===== src/rtl/mem_port32_if.sv =====
// Request/response handshake between a load/store client and mem_port32.
// The client uses the master modport; mem_port32 uses the slave modport.
interface mem_port32_if;
    logic        req_valid;
    logic        req_ready;
    logic        req_we;
    logic [1:0]  req_sz;
    logic        req_sgn;
    logic [16:0] req_addr;
    logic [31:0] req_wdata;
    logic        rsp_valid;
    logic [31:0] rsp_rdata;

    modport master (
        output req_valid, req_we, req_sz, req_sgn, req_addr, req_wdata,
        input  req_ready, rsp_valid, rsp_rdata
    );

    modport slave (
        input  req_valid, req_we, req_sz, req_sgn, req_addr, req_wdata,
        output req_ready, rsp_valid, rsp_rdata
    );
endinterface


===== src/rtl/mem_port32.sv =====
// Byte-addressed load/store front end for a 32K x 32 SPRAM with four byte lanes.
// Splits word-crossing accesses into two SPRAM cycles and aligns/extends read data.
module mem_port32 (
    input  logic               clk,
    input  logic               rst,
    mem_port32_if.slave        bus,
    output logic               mem_we,
    output logic [3:0]         mem_bmsk,
    output logic [14:0]        mem_a,
    output logic [31:0]        mem_vi,
    input  logic [31:0]        mem_vo
);

    typedef enum logic [2:0] {
        IDLE,
        A1,
        R1,
        A2,
        R2,
        DONE
    } state_t;

    state_t      state_q;
    logic        we_q;
    logic        sgn_q;
    logic [1:0]  sz_q;
    logic [1:0]  off_q;
    logic        split_q;
    logic [14:0] a1_q;
    logic [3:0]  bmsk1_q;
    logic [31:0] word0_q;

    logic [1:0]  req_szn;
    logic [3:0]  req_nmask;
    logic [7:0]  req_span;
    logic [31:0] req_wrot;
    logic [31:0] rd_lo;
    logic [31:0] rd_shift;
    logic [31:0] rd_result;

    // Request decode: req_span covers both words, lanes 7:4 belong to word 1.
    // NOTE: every always_comb output gets a default first so no path can infer a latch.
    always_comb begin
        req_szn   = 2'd2;
        req_nmask = 4'b1111;
        case (bus.req_sz)
            2'd0: begin
                req_szn   = 2'd0;
                req_nmask = 4'b0001;
            end
            2'd1: begin
                req_szn   = 2'd1;
                req_nmask = 4'b0011;
            end
            default: begin
                req_szn   = 2'd2;
                req_nmask = 4'b1111;
            end
        endcase
        req_span = {4'b0000, req_nmask} << bus.req_addr[1:0];

        req_wrot = bus.req_wdata;
        case (bus.req_addr[1:0])
            2'd1:    req_wrot = {bus.req_wdata[23:0], bus.req_wdata[31:24]};
            2'd2:    req_wrot = {bus.req_wdata[15:0], bus.req_wdata[31:16]};
            2'd3:    req_wrot = {bus.req_wdata[7:0],  bus.req_wdata[31:8]};
            default: req_wrot = bus.req_wdata;
        endcase
    end

    // Read assembly: {word1, word0} >> 8*offset, then trim to size and extend.
    always_comb begin
        rd_lo    = split_q ? word0_q : mem_vo;
        rd_shift = rd_lo;
        case (off_q)
            2'd1:    rd_shift = {mem_vo[7:0],  rd_lo[31:8]};
            2'd2:    rd_shift = {mem_vo[15:0], rd_lo[31:16]};
            2'd3:    rd_shift = {mem_vo[23:0], rd_lo[31:24]};
            default: rd_shift = rd_lo;
        endcase

        rd_result = rd_shift;
        case (sz_q)
            2'd0:    rd_result = {{24{sgn_q & rd_shift[7]}},  rd_shift[7:0]};
            2'd1:    rd_result = {{16{sgn_q & rd_shift[15]}}, rd_shift[15:0]};
            default: rd_result = rd_shift;
        endcase
    end

    // NOTE: sequential state uses non-blocking assignments only, so every register
    // samples the pre-edge values regardless of statement order.
    always_ff @(posedge clk) begin
        if (rst) begin
            state_q       <= IDLE;
            bus.req_ready <= 1'b1;
            bus.rsp_valid <= 1'b0;
            bus.rsp_rdata <= '0;
            mem_we        <= 1'b0;
            mem_bmsk      <= '0;
            mem_a         <= '0;
            mem_vi        <= '0;
            we_q          <= 1'b0;
            sgn_q         <= 1'b0;
            sz_q          <= 2'd0;
            off_q         <= 2'd0;
            split_q       <= 1'b0;
            a1_q          <= '0;
            bmsk1_q       <= '0;
            word0_q       <= '0;
        end else begin
            bus.rsp_valid <= 1'b0;
            bus.rsp_rdata <= '0;
            case (state_q)
                IDLE: begin
                    if (bus.req_valid) begin
                        we_q          <= bus.req_we;
                        sgn_q         <= bus.req_sgn;
                        sz_q          <= req_szn;
                        off_q         <= bus.req_addr[1:0];
                        split_q       <= |req_span[7:4];
                        a1_q          <= bus.req_addr[16:2] + 15'd1;
                        bmsk1_q       <= req_span[7:4];
                        mem_a         <= bus.req_addr[16:2];
                        mem_we        <= bus.req_we;
                        mem_bmsk      <= bus.req_we ? req_span[3:0] : 4'b0000;
                        mem_vi        <= req_wrot;
                        bus.req_ready <= 1'b0;
                        state_q       <= A1;
                    end
                end
                A1: begin
                    if (we_q) begin
                        if (split_q) begin
                            mem_a    <= a1_q;
                            mem_bmsk <= bmsk1_q;
                            state_q  <= A2;
                        end else begin
                            mem_we        <= 1'b0;
                            mem_bmsk      <= '0;
                            bus.rsp_valid <= 1'b1;
                            state_q       <= DONE;
                        end
                    end else begin
                        // mem_a stays put: the SPRAM output mux follows the live address.
                        state_q <= split_q ? R1 : R2;
                    end
                end
                R1: begin
                    word0_q <= mem_vo;
                    mem_a   <= a1_q;
                    state_q <= A2;
                end
                A2: begin
                    if (we_q) begin
                        mem_we        <= 1'b0;
                        mem_bmsk      <= '0;
                        bus.rsp_valid <= 1'b1;
                        state_q       <= DONE;
                    end else begin
                        state_q <= R2;
                    end
                end
                R2: begin
                    bus.rsp_rdata <= rd_result;
                    bus.rsp_valid <= 1'b1;
                    state_q       <= DONE;
                end
                DONE: begin
                    mem_we        <= 1'b0;
                    bus.req_ready <= 1'b1;
                    state_q       <= IDLE;
                end
                default: begin
                    mem_we        <= 1'b0;
                    mem_bmsk      <= '0;
                    bus.req_ready <= 1'b1;
                    state_q       <= IDLE;
                end
            endcase
        end
    end

endmodule


===== src/flat_wrapper.sv =====
// flat-port wrapper written by rule: the top's interface ports become plain ports
module mem_port32_flat 
  (clk, rst, mem_we, mem_bmsk, mem_a, mem_vi, mem_vo, bus_req_valid, bus_req_we, bus_req_sz, bus_req_sgn, bus_req_addr, bus_req_wdata, bus_req_ready, bus_rsp_valid, bus_rsp_rdata);
  mem_port32_if bus_i ();
  input  logic clk;
  input  logic rst;
  output logic mem_we;
  output logic [3:0] mem_bmsk;
  output logic [14:0] mem_a;
  output logic [31:0] mem_vi;
  input  logic [31:0] mem_vo;
  input wire logic [$bits(bus_i.req_valid)-1:0] bus_req_valid;
  input wire logic [$bits(bus_i.req_we)-1:0] bus_req_we;
  input wire logic [$bits(bus_i.req_sz)-1:0] bus_req_sz;
  input wire logic [$bits(bus_i.req_sgn)-1:0] bus_req_sgn;
  input wire logic [$bits(bus_i.req_addr)-1:0] bus_req_addr;
  input wire logic [$bits(bus_i.req_wdata)-1:0] bus_req_wdata;
  output wire logic [$bits(bus_i.req_ready)-1:0] bus_req_ready;
  output wire logic [$bits(bus_i.rsp_valid)-1:0] bus_rsp_valid;
  output wire logic [$bits(bus_i.rsp_rdata)-1:0] bus_rsp_rdata;
  assign bus_i.req_valid = bus_req_valid;
  assign bus_i.req_we = bus_req_we;
  assign bus_i.req_sz = bus_req_sz;
  assign bus_i.req_sgn = bus_req_sgn;
  assign bus_i.req_addr = bus_req_addr;
  assign bus_i.req_wdata = bus_req_wdata;
  assign bus_req_ready = bus_i.req_ready;
  assign bus_rsp_valid = bus_i.rsp_valid;
  assign bus_rsp_rdata = bus_i.rsp_rdata;
  mem_port32 u_core (.clk(clk), .rst(rst), .bus(bus_i), .mem_we(mem_we), .mem_bmsk(mem_bmsk), .mem_a(mem_a), .mem_vi(mem_vi), .mem_vo(mem_vo));
endmodule

===== config.mk =====
export PLATFORM = sky130hd
export DESIGN_NAME = mem_port32_flat
export DESIGN_NICKNAME = d
export VERILOG_FILES = /design/src/rtl/mem_port32_if.sv /design/src/rtl/mem_port32.sv /design/src/flat_wrapper.sv
export SDC_FILE = /design/constraint.sdc
export NUM_CORES = 1
export LEC_CHECK = 0
export BUFFER_PORTS_ARGS = -buffer_cell sky130_fd_sc_hd__buf_2
export CAP_MARGIN = 20
export CORE_MARGIN = 8
export CORE_UTILIZATION = 59
export CTS_CLUSTER_DIAMETER = 40
export DETAILED_ROUTE_END_ITERATION = 8
export HOLD_SLACK_MARGIN = 0.12
export PLACE_DENSITY = 0.92
export SYNTH_ARGS = -nofsm -noshare
export SYNTH_HDL_FRONTEND = slang
export SYNTH_SLANG_ARGS = --single-unit

===== constraint.sdc =====
create_clock -name clk -period 4.35 [get_ports clk]
set_input_delay 0.87 -clock clk [delete_from_list [all_inputs] [get_ports clk]]
set_output_delay 0.87 -clock clk [all_outputs]
set_load 0.1 [all_outputs]

; Word-level counts from Yosys, hierarchy flattened
; Cells that the tools add are included.
[word_totals]
out_inout_bits = 86
reg_bits = 147
input_bits = 88
[classes]
reduce_logical = 14
n_shift = 1
bitwise_logic = 6
n_addsub = 1
n_mux = 33
eq_ne = 18
[op_table]
columns = operator, n
row1 = one-hot mux 32 bit (3 select lines), 2
row2 = one-hot mux 32 bit (2 select lines), 1
row3 = two-way mux 15 bit, 3
row4 = one-hot mux 15 bit (3 select lines), 1
row5 = two-way mux 32 bit, 1
row6 = two-way mux 4 bit, 5
row7 = one-hot mux 4 bit (4 select lines), 1
row8 = adder 15 x 1 -> 15 bit (second input constant), 1
row9 = one-hot mux 3 bit (5 select lines), 1
row10 = two-way mux 3 bit, 4
row11 = two-way mux 1 bit, 9
row12 = == test 2 x 1 -> 1 bit (second input constant), 4
row13 = == test 2 bit (second input constant), 4
row14 = one-hot mux 4 bit (2 select lines), 1
row15 = AND reduction 4 bit, 2
row16 = OR reduction 4 bit, 2
row17 = left shift 4 x 2 -> 8 bit, 1
row18 = == test 3 x 2 -> 1 bit (second input constant), 2
row19 = == test 3 bit (second input constant), 2
row20 = != test 2 x 1 -> 1 bit (second input constant), 3
row21 = AND reduction 5 bit, 1
row22 = logical NOT 2 bit, 2
row23 = != test 2 bit (second input constant), 2
row24 = inverter 1 bit, 4
row25 = 11 further kinds, 14

; Depth between registers and ports, before layout
[logic_depth]
word_depth = 6
ltp_mapped = 7

; Worst setup path before layout
; OpenSTA, ideal clock, no wires.
[synth_path]
path_kind = input -> register
from = input port rst
to = register u_core.bus.rsp_rdata[16]
n_path_buf = 3
t_arrival_ns = 2.258
cell_stages = 7
setup_slack_ns = 2.013
cell_sequence = buf_2 -> or4b_1 -> buf_6 -> nor4b_4 -> nand4_4 -> buf_6 -> o211ai_1
[synth_between]
elab_chain_cells = 1
[synth_lines]
columns = item, line_no
row1 = "start, declared", flat_wrapper.sv:6  ; input logic rst;
row2 = OR reduction 2 bit (no line), --
row3 = "end signal, assigned", mem_port32.sv:164  ; bus.rsp_rdata <= rd_result;
row4 = "end, declared", mem_port32_if.sv:21  ; output req_ready, rsp_valid, rsp_rdata
; Every way passes these cells.
; A chain may end at the register's enable or synchronous reset.

; Worst setup path after layout
[layout_path]
from = register u_core.state_q[2]
to = register u_core.a1_q[3]
[layout_between]
elab_chain_cells = 2
[layout_lines]
columns = item, line_no
row1 = "start, declared", mem_port32.sv:23  ; state_t state_q;
row2 = "start signal, assigned", mem_port32.sv:145  ; state_q <= split_q ? R1 : R2;
row3 = logical NOT 3 bit, mem_port32.sv:113  ; case (state_q)
row4 = AND reduction 2 bit (no line), --
row5 = "end signal, assigned", mem_port32.sv:121  ; a1_q <= bus.req_addr[16:2] + 15'd1;
row6 = "end, declared", mem_port32.sv:29  ; logic [14:0] a1_q;
; Every way passes these cells.

==> impl_metrics.ini <==
[final_layout]
area_growth_pct = 19.8
seq_area_um2 = 2930
diodes = 0
final_cells = 1106
final_nets = 1010
fin_util_pct = 72.2
multi_input_area_um2 = 4350
drive_gt1_share_pct = 32.7
fillers = 867

[clock_network]
cts_root_buf = clkbuf_16
cts_buffers = 17
cts_tree = built
clk_pin_slew_ns = 0.06
ctsResizeCount = 0
clockBufferDepth = 2
insertion_delay_ns = 0.43
cts_hold_buf = 0
h-tree-depth = 4
cts.sinks = 146
post_cts_buffers = 0

[synthesis]
synth_edf_count = 0
ys_seq_elements = 146
synth-xor-area-share_pct = 1.27
synth_area_um2 = 7610
synth_simple_gate_area_share_pct = 16.3
synth_cell_type_count = 58
synth-adder-area-share_pct = 0.164
synth_top_family_by_area = multiplexers
synth_warnings = 0
syn_inst = 791
seq_area_frac_synth_pct = 38.4
synth_compound_area_share_pct = 12.7
synthMuxAreaShare_pct = 26.7
synth_nets = 880
synthArstFlopShare_pct = 0
ys.flop_type = dfxtp_1
syn_area_per_cell_um2 = 9.62

[setup_path]
reg2reg_to = u_core.a1_q[3]
reg2reg_depth = 5
setup.worst_path.class = reg2reg
start_kind = register
arrival_ns = 2.96
crit_path_end_kind = register
crit_fanout = 41
critPathLaunch = u_core.state_q[2]
rrSetupSlack_ns = 1.72
critPathRequiredTime_ns = 4.68
cp-endpoint = u_core.a1_q[3]
r2r_start = u_core.state_q[2]

[pwr]
finalPower_uw = 4430
leakagePower_uw = 0.00363
p_per_area_nw_per_um2 = 486
ir_drop_mv = 0.287

[routing]
antenna_left = 0
routed_via_density = 6.09
drt_wl_total_um = 21000
via_count = 6741
drt_iter0_markers = 738
firstDrtPassIters = 5
wl_per_cell_um = 19.0
drc = 0

[timing]
slew_violations = 0
finalCritPeriodShare_pct = 60.5
tns_ns = 0
rsz0062_at_grt = false
max_freq_mhz = 380
worst_pin_slew_ns = 1.06
setup_viol = 0
period_needed_ns = 2.63
relSlewSlack_pct = 29.1
hold_viol = 0
fin_worst_skew_ns = 0.0103

[placed_design]
gp_congestion = 0.870
portBuffers = 173
dpl.hpwl_um = 14300
dp_cells = 1072

[global_route]
gr-usage-all-layers_pct = 25.1
grt_overflow = 0
grt_pass1_vias = 6417
grt_max_degree = 60
met3_usage_pct = 8.67
use_met2_pct = 40.6
antenna_found_initial = 0
grt_util_met1_pct = 30.9
grt_pass1_wl_um = 33300
grt-busiest-layer = met2

[min_path]
hp-class = reg2reg
hold_depth = 2

[floorplan]
die_x_um = 130
ios = 174
dieArea_um2 = 16800
num_rows = 41
core_area_um2 = 12600
start_util_pct = 60.3
die_h_um = 130

[job]
maxCapViolCount = 0

[run_status]
status = completed
-- per-stage QoR --
stage               setup WS, ns  area (um2)  hold slack (ns)
floorplan                   2.01        7610            0.431
global placement            1.54        8420            0.434
detailed placement          1.47        8420            0.443
CTS                         1.74        9080            0.451
global route                1.55        9120            0.468
finish                      1.72        9120            0.449
-- critical path: stages, from the launching register on --
cell and delay (ns):
dfxtp_1 0.53, nor3_1 0.53, and2_2 0.64, buf_4 0.49
nor2_1 0.08, a211oi_1 0.26
-- cells by family (layout without fill, tap and decap cells) --
kind of cell / count (synthesis) / in the layout
simple gates: 280 / 280
fa+ha+maj: 1 / 1
buf+inv: 73 / 216
flops: 146 / 146
xor+xnor: 11 / 11
compound gates: 158 / 158
mux: 122 / 122
-- area by class of cell --
class | instances | share of cell area, %
tap | 172 | 2.36
inverter | 3 | 0.124
clock buffer | 20 | 5.01
timing repair buffer | 181 | 10.4
clock inverter | 12 | 2.25
sequential | 146 | 32.1
multi-input combinational | 572 | 47.7
-- synthesized netlist by cell type, types with 3 or more instances --
master / instances / area share [%]
mux2_2: 17 / 2.5
nand3_1: 19 / 1.2
and2_1: 5 / 0.41
nand2b_1: 6 / 0.49
buf_4: 3 / 0.30
nor2_1: 47 / 2.3
dfxtp_1: 146 / 38
clkbuf_1: 35 / 1.7
o21ai_0: 15 / 0.99
o21a_1: 3 / 0.30
a21oi_1: 83 / 5.5
nand2_1: 172 / 8.5
mux2i_1: 42 / 5.5
buf_1: 3 / 0.15
nand4_1: 5 / 0.41
xnor2_1: 3 / 0.35
buf_6: 3 / 0.44
a211oi_1: 28 / 2.8
buf_2: 26 / 1.7
o211ai_1: 8 / 0.79
mux4_2: 63 / 19
nor3_1: 4 / 0.26
xor2_1: 8 / 0.92
-- sequential cells by signal, indices dropped and copies added (netlist names), 2 cells and up --
signal / flops
u_core.mem_bmsk: 4
u_core.bus.rsp_rdata: 32
u_core.off_q: 2
u_core.mem_a: 15
u_core.word0_q: 32
u_core.mem_vi: 32
u_core.state_q: 3
u_core.a1_q: 15
u_core.bmsk1_q: 3
u_core.sz_q: 2
-- where the power goes --
group / internal, uW / switching [uW] / total, uW
Clock: 1050 / 578 / 1630
Sequential: 1440 / 103 / 1550
Combinational: 372 / 884 / 1260
-- worst min path at each step --
stage	startpoint	to	slack (ns)
floorplan	u_core.bmsk1_q[2]	u_core.bmsk1_q[2]	0.43
global placement	u_core.mem_vi[19]	u_core.mem_vi[19]	0.43
detailed placement	u_core.mem_vi[17]	u_core.mem_vi[17]	0.44
CTS	u_core.mem_vi[10]	u_core.mem_vi[10]	0.45
global route	u_core.mem_vi[20]	u_core.mem_vi[20]	0.47
finish	u_core.mem_vi[4]	u_core.mem_vi[4]	0.45
-- cells in the final DEF (no fill, tap or decap), types with 3 or more instances in the layout --
master     count
nor3_1         4
buf_4          7
nand2_1      172
a21oi_1       82
and2_1         4
clkinv_4       4
a211oi_1      28
o21a_1         3
mux2i_1       42
clkbuf_16     17
mux4_2        63
o21ai_0       15
buf_2        172
xor2_1         8
nor2_1        47
o211ai_1       8
nand3_1       19
nand4_1        5
nand2b_1       6
xnor2_1        3
mux2_2        17
bufinv_16      5
dfxtp_1      144
-- per-layer routing --
| metal | vias to the layer above | share of wire [%] |
|---|---|---|
| li1 | 3128 | - |
| met1 | 3227 | 39 |
| met2 | 352 | 49 |
| met3 | 34 | 11 |
| met4 | 0 | 1.7 |
| met5 | - | 0 |
Power figures use the tool's default switching activity.
